==> src/rtl/cpu_mem_map_pkg.sv <==
`default_nettype none
// ============================================================================
// Module      : cpu_mem_map_pkg
// Description : CPU memory map constants and the read-select encoding shared
//               by the MMIO bridge and its neighbours.
// Revision    : 1.0 - initial release
// ============================================================================
package cpu_mem_map_pkg;

    localparam logic [15:0] INSTRUCTION_MEM   = 16'h0000;
    localparam logic [15:0] DATA_STACK        = 16'hCFFC;
    localparam logic [15:0] IO_MEM            = 16'hCFFD;
    localparam logic [15:0] SWITCHES_LOC      = 16'hCFFD;
    localparam logic [15:0] LEDS_LOC          = 16'hCFFE;
    localparam logic [15:0] INTERRUPT_CONTROL = 16'hD000;

    // Source of the read data presented to the CPU one cycle after the address
    typedef enum logic [1:0] {
        RAM  = 2'd0,
        SW   = 2'd1,
        LEDS = 2'd2,
        NONE = 2'd3
    } rd_sel_e;

endpackage
`default_nettype wire

==> src/rtl/switch_debounce.sv <==
`default_nettype none
// ============================================================================
// Module      : switch_debounce
// Description : Two-flop synchronizer plus whole-vector debouncer for board
//               switches; pulses sw_event for one cycle on every accepted
//               change of sw_stable.
// Revision    : 1.0 - initial release
// ============================================================================
module switch_debounce #(
    parameter int SW_WIDTH        = 8,
    parameter int DEBOUNCE_CYCLES = 500000
) (
    input  logic                clk,
    input  logic                reset,
    input  logic [SW_WIDTH-1:0] switches,
    output logic [SW_WIDTH-1:0] sw_stable,
    output logic                sw_event
);

    // Counter never exceeds DEBOUNCE_CYCLES-1, so this width cannot wrap
    localparam int c_cnt_w = $clog2(DEBOUNCE_CYCLES + 1);
    localparam logic [c_cnt_w-1:0] c_cnt_last = c_cnt_w'(DEBOUNCE_CYCLES - 1);

    logic [SW_WIDTH-1:0] r_sync1;
    logic [SW_WIDTH-1:0] r_sync2;
    logic [SW_WIDTH-1:0] r_sync_q;
    logic [SW_WIDTH-1:0] r_stable;
    logic [c_cnt_w-1:0]  r_cnt;
    logic                r_event;

    // Bring the asynchronous switches into the clock domain and keep one cycle of history
    always_ff @(posedge clk) begin
        if (reset) begin
            r_sync1  <= '0;
            r_sync2  <= '0;
            r_sync_q <= '0;
        end else begin
            r_sync1  <= switches;
            r_sync2  <= r_sync1;
            r_sync_q <= r_sync2;
        end
    end

    // Accept a new vector only after it has been steady and different for the full window
    always_ff @(posedge clk) begin
        if (reset) begin
            r_cnt    <= '0;
            r_stable <= '0;
            r_event  <= 1'b0;
        end else begin
            r_event <= 1'b0;
            if ((r_sync2 != r_sync_q) || (r_sync2 == r_stable)) begin
                r_cnt <= '0;
            end else if (r_cnt == c_cnt_last) begin
                r_stable <= r_sync2;
                r_cnt    <= '0;
                r_event  <= 1'b1;
            end else begin
                r_cnt <= r_cnt + c_cnt_w'(1);
            end
        end
    end

    assign sw_stable = r_stable;
    assign sw_event  = r_event;

endmodule
`default_nettype wire

==> src/rtl/mmio_bridge.sv <==
`default_nettype none
// ============================================================================
// Module      : mmio_bridge
// Description : CPU data-port bridge to EXRAM and board I/O. Blocks RAM writes
//               in the I/O range, owns the seven-segment display latch and
//               the debounced switch register, and returns every read with a
//               uniform one-cycle latency.
// Revision    : 1.0 - initial release
// ============================================================================
module mmio_bridge #(
    parameter int               WIDTH           = 16,
    parameter logic [WIDTH-1:0] IO_MEM          = cpu_mem_map_pkg::IO_MEM,
    parameter logic [WIDTH-1:0] SWITCHES_LOC    = cpu_mem_map_pkg::SWITCHES_LOC,
    parameter logic [WIDTH-1:0] LEDS_LOC        = cpu_mem_map_pkg::LEDS_LOC,
    parameter int               SW_WIDTH        = 8,
    parameter int               DEBOUNCE_CYCLES = 500000
) (
    input  logic                clk,
    input  logic                reset,
    input  logic [WIDTH-1:0]    cpu_addr,
    input  logic [WIDTH-1:0]    cpu_wdata,
    input  logic                cpu_wren,
    output logic [WIDTH-1:0]    cpu_rdata,
    output logic                ram_wren,
    input  logic [WIDTH-1:0]    ram_q,
    input  logic [SW_WIDTH-1:0] switches,
    output logic [WIDTH-1:0]    seg_code,
    output logic                sw_event
);

    import cpu_mem_map_pkg::*;

    logic                w_io;
    rd_sel_e             w_rd_sel_next;
    rd_sel_e             r_rd_sel;
    logic [WIDTH-1:0]    r_seg_code;
    logic [SW_WIDTH-1:0] w_sw_stable;
    logic [WIDTH-1:0]    w_sw_ext;

    assign w_io     = (cpu_addr >= IO_MEM);
    assign ram_wren = cpu_wren && !w_io;

    // Display latch: only LEDS_LOC writes land; every other I/O write is dropped
    always_ff @(posedge clk) begin
        if (reset) begin
            r_seg_code <= '0;
        end else if (cpu_wren && (cpu_addr == LEDS_LOC)) begin
            r_seg_code <= cpu_wdata;
        end
    end

    assign seg_code = r_seg_code;

    // Classify the current address so the data can be picked next cycle
    always_comb begin
        w_rd_sel_next = NONE;
        if (!w_io) begin
            w_rd_sel_next = RAM;
        end else if (cpu_addr == SWITCHES_LOC) begin
            w_rd_sel_next = SW;
        end else if (cpu_addr == LEDS_LOC) begin
            w_rd_sel_next = LEDS;
        end
    end

    // Delay the selection by one cycle to line up with the EXRAM read latency
    always_ff @(posedge clk) begin
        if (reset) begin
            r_rd_sel <= NONE;
        end else begin
            r_rd_sel <= w_rd_sel_next;
        end
    end

    // Zero-extend the switch vector to the bus width
    always_comb begin
        w_sw_ext                 = '0;
        w_sw_ext[SW_WIDTH-1:0]   = w_sw_stable;
    end

    // Read data mux; LEDS returns the live latch so a write is visible immediately
    always_comb begin
        cpu_rdata = '0;
        case (r_rd_sel)
            RAM:     cpu_rdata = ram_q;
            SW:      cpu_rdata = w_sw_ext;
            LEDS:    cpu_rdata = r_seg_code;
            default: cpu_rdata = '0;
        endcase
    end

    switch_debounce #(
        .SW_WIDTH        (SW_WIDTH),
        .DEBOUNCE_CYCLES (DEBOUNCE_CYCLES)
    ) u_switch_debounce (
        .clk       (clk),
        .reset     (reset),
        .switches  (switches),
        .sw_stable (w_sw_stable),
        .sw_event  (sw_event)
    );

endmodule
`default_nettype wire
==> config.mk <==
export PLATFORM = sky130hd
export DESIGN_NAME = mmio_bridge
export DESIGN_NICKNAME = d
export VERILOG_FILES = /design/src/rtl/cpu_mem_map_pkg.sv /design/src/rtl/switch_debounce.sv /design/src/rtl/mmio_bridge.sv
export SDC_FILE = /design/constraint.sdc
export NUM_CORES = 1
export LEC_CHECK = 0
export BUFFER_PORTS_ARGS = -buffer_cell sky130_fd_sc_hd__buf_2
export CORE_MARGIN = 1.5
export CORE_UTILIZATION = 40
export CTS_CLUSTER_DIAMETER = 100
export DETAILED_ROUTE_END_ITERATION = 6
export PLACE_DENSITY_LB_ADDON = 0.15
export SLEW_MARGIN = 20
export SYNTH_ARGS = -nofsm -noshare
export SYNTH_HDL_FRONTEND = slang
export SYNTH_SLANG_ARGS = --single-unit
==> constraint.sdc <==
create_clock -name clk -period 5.8 [get_ports clk]
set_input_delay 0.87 -clock clk [delete_from_list [all_inputs] [get_ports clk]]
set_output_delay 0.87 -clock clk [all_outputs]
set_load 0.01 [all_outputs]
==> metrics.txt <==
clock sink count=70; TritonRoute pass-1 iters=4; global placement routability congestion=a little over 0.8; final setup fails=0; top post-synthesis cells by area=dfxtp_1 (47%), mux2i_1 (11%), nor2b_1 (6.9%); 1st-iter DRT viols=76; clock tree buffer depth=2; antenna fix cells=0; I/O pins=between 90 and 100; DP HPWL=4450 um; reg2reg end=u_switch_debounce.sw_stable[5]; Critical Path Fanout Max=17; Fin Hold WS=between 0.4 and 0.5 ns; Synth top area share=46.5%; crit path DAT=~2.2 ns; die area=between 0.008 and 0.009 sq mm; register area=approximately 0.0014 sq mm; Reg2Reg Depth=6; core area=0.00725 sq mm; Min-Delay Path Class=reg2reg; endpoint class of the critical path=output port; flops & latches, synth=70; Synth area leader=dfxtp_1; CP startpoint=r_rd_sel[1]; Clock Skews=0.0105 ns; Mapped Area=between 0.003 and 0.004 sq mm; min-delay src=u_switch_debounce.r_sync1[0]; root buf cell=clkbuf_8; Post-DRT Antenna Nets=0; max frequency=between 0.3 and 0.4 GHz; cells along the critical path=nor2b_1, nand2_1, o21ai_0, buf_2; Horiz. Die Dim=89.8 um; routed wire length=between 6000 and 7000 um; port buffer count=92; Max-slew headroom=roughly two fifths; largest net degree at the start of global routing=52; flop-to-flop setup slack=between 3 and 4 ns; design area=approximately 0.0037 sq mm; first-pass GRT wire length=slightly above 10000 um; Vias per Instance=4.77; most frequent cells in the layout=buf_2 (92), dfxtp_1 (70), nor2_1 (50), nor2b_1 (33), mux2i_1 (32); Final Hold Fails=0; Worst-path clk slew=roughly 0.07 ns; most common cell after layout, fill and taps aside=buf_2; Overflow after GRT=0; Die Span Y=approximately 90 um; initial antenna violation count=0; WHS Path Cells=1; area growth from synthesis to layout=24.1%; worst slew pin tran=slightly above 0.9 ns; Vias=about 2400; Final Net Count=~460; number of distinct library cells after synthesis=32; Yosys warning total=0; Rows=31; final setup TNS=0 ns; Setup Fix Bufs, Post-CTS=0; Pwr per Cell Area=between 200 and 300 mW/mm^2; Initial Util=between 40% and 50%; RSZ-0062 raised after global routing=false; H-tree depth=3; Peak VDD IR=between 150 and 200 uV; Synth Instances=roughly 310; Hold Path Sink=u_switch_debounce.r_sync2[0]; register area share after synthesis=~47%; syn nets=373; layout cell share with drive strength beyond 1=between 20 and 30%; TritonCTS Buffers=9; run status=finished clean; CTS Hold Bufs=0; MaxCap Viol Count=0; Multi-input gate area=0.00152 sq mm; period utilization=52.3%; Routed WL per cell=approximately 12 um; Placed Instance Area=about 0.0035 sq mm; startpoint types=register; Clock Latency Late Sink=~0.34 ns; DRC viols=0; synthesized area per cell=just under 10 sq um; worst r2r src=u_switch_debounce.r_cnt[0]; post-CTS resize count=0; GR Util All Layers=16.0%; fin crit period=roughly 3.0 ns; vias in the first global route=roughly 2300; Worst path slowest cell=dfxtp_1; fin. max-slew vios=0; TritonCTS clock tree=yes; Max stage delay on crit path=between 0.8 and 0.9 ns; Layout fillers=roughly 710; Pleak=0.00174 uW; crit path kind=reg2out; critical path data required time=between 4 and 5 ns
-- kinds of logic (layout without fill, tap and decap cells) --
group                    Yosys count  count (layout)  synth area share [%]
adder cells (fa/ha/maj)            1               1                 0.415
AND/OR/NAND/NOR                  139             139                  24.5
flip-flops                        70              70                  46.5
XOR/XNOR                          33              33                  9.59
buffers and inverters             19             112                  3.20
AO/OA/AOI/OAI                     11              11                  2.12
multiplexers                      40              40                  13.6
-- registers in the layout (all words and copies together) (netlist names) --
name,count
u_switch_debounce.r_sync1,8
u_switch_debounce.r_sync_q,8
u_switch_debounce.r_sync2,8
u_switch_debounce.r_cnt,19
seg_code,16
u_switch_debounce.sw_event,1
u_switch_debounce.sw_stable,8
r_rd_sel,2
-- final cells by class --
cell class / instances / area share, %
Clock buffer: 13 / 3.98
Clock inverter: 3 / 1.81
Inverter: 3 / 0.301
Multi-Input combinational cell: 224 / 40.5
Sequential cell: 70 / 37.5
Tap cell: 99 / 3.31
Timing Repair Buffer: 93 / 12.6
-- worst max path at each step --
stage               cells past startpoint  slack, ns      endpoint
finish                                  4       2.77  cpu_rdata[3]
global route                            4       2.58  cpu_rdata[3]
CTS                                     4       2.74  cpu_rdata[3]
detailed placement                      6       2.54   seg_code[7]
global placement                        6       2.64   seg_code[9]
floorplan                               4       3.13      ram_wren
-- worst max-delay path, delay by kind of cell, from the launching register on --
family,cells,cell delay (ns)
flops,1,0.84
simple gates,2,0.72
buf+inv,1,0.16
compound gates,1,0.10
-- report_power, final --
| group | switching (uW) | internal (uW) | total (uW) |
|---|---|---|---|
| logic | 28.1 | 33.1 | 61.2 |
| clock network | 173 | 255 | 428 |
| registers | 10.1 | 489 | 499 |
| total | 211 | 776 | 988 |
-- layer usage --
| metal | track usage, % | vias to the layer above | part of all wire (%) |
|---|---|---|---|
| met3 | 5.25 | 7 | 3.6 |
| li1 | - | 1226 | - |
| met5 | 0 | - | 0 |
| met4 | 5.03 | 0 | 1.2 |
| met2 | 29.3 | 49 | 52 |
| met1 | 17.5 | 1129 | 43 |
-- synth_stat cells --
| cell type | number |
|---|---|
| dfxtp_1 | 70 |
| xnor2_1 | 17 |
| nand4_2 | 1 |
| nor2_1 | 50 |
| a211oi_2 | 1 |
| nand2_1 | 17 |
| nor4b_4 | 1 |
| mux2_2 | 8 |
| buf_2 | 1 |
| nor4_2 | 1 |
| and3_2 | 1 |
| or2_2 | 1 |
| inv_1 | 3 |
| nand4b_1 | 1 |
| nor3_1 | 3 |
| mux2i_1 | 32 |
| nand3_1 | 8 |
| a31oi_1 | 1 |
| o21ai_0 | 9 |
| and3_1 | 3 |
| xor2_1 | 16 |
| nor4_1 | 4 |
| ha_1 | 1 |
| nor2b_1 | 33 |
| clkbuf_1 | 10 |
| nand2b_4 | 1 |
| or3b_1 | 1 |
| nand4_1 | 10 |
| buf_1 | 1 |
| buf_6 | 3 |
| clkbuf_2 | 1 |
| nor4b_1 | 3 |
-- stage by stage --
step	setup slack [ns]	power, uW	utilization (%)	cells
CTS	2.74	1000	51.4	504
floorplan	3.13	543	-	313
finish	2.77	988	51.6	505
global route	2.58	1030	51.6	505
detailed placement	2.54	572	48.4	488
global placement	2.64	571	48.4	488
Note: power is estimated with default switching activity, not from simulation.
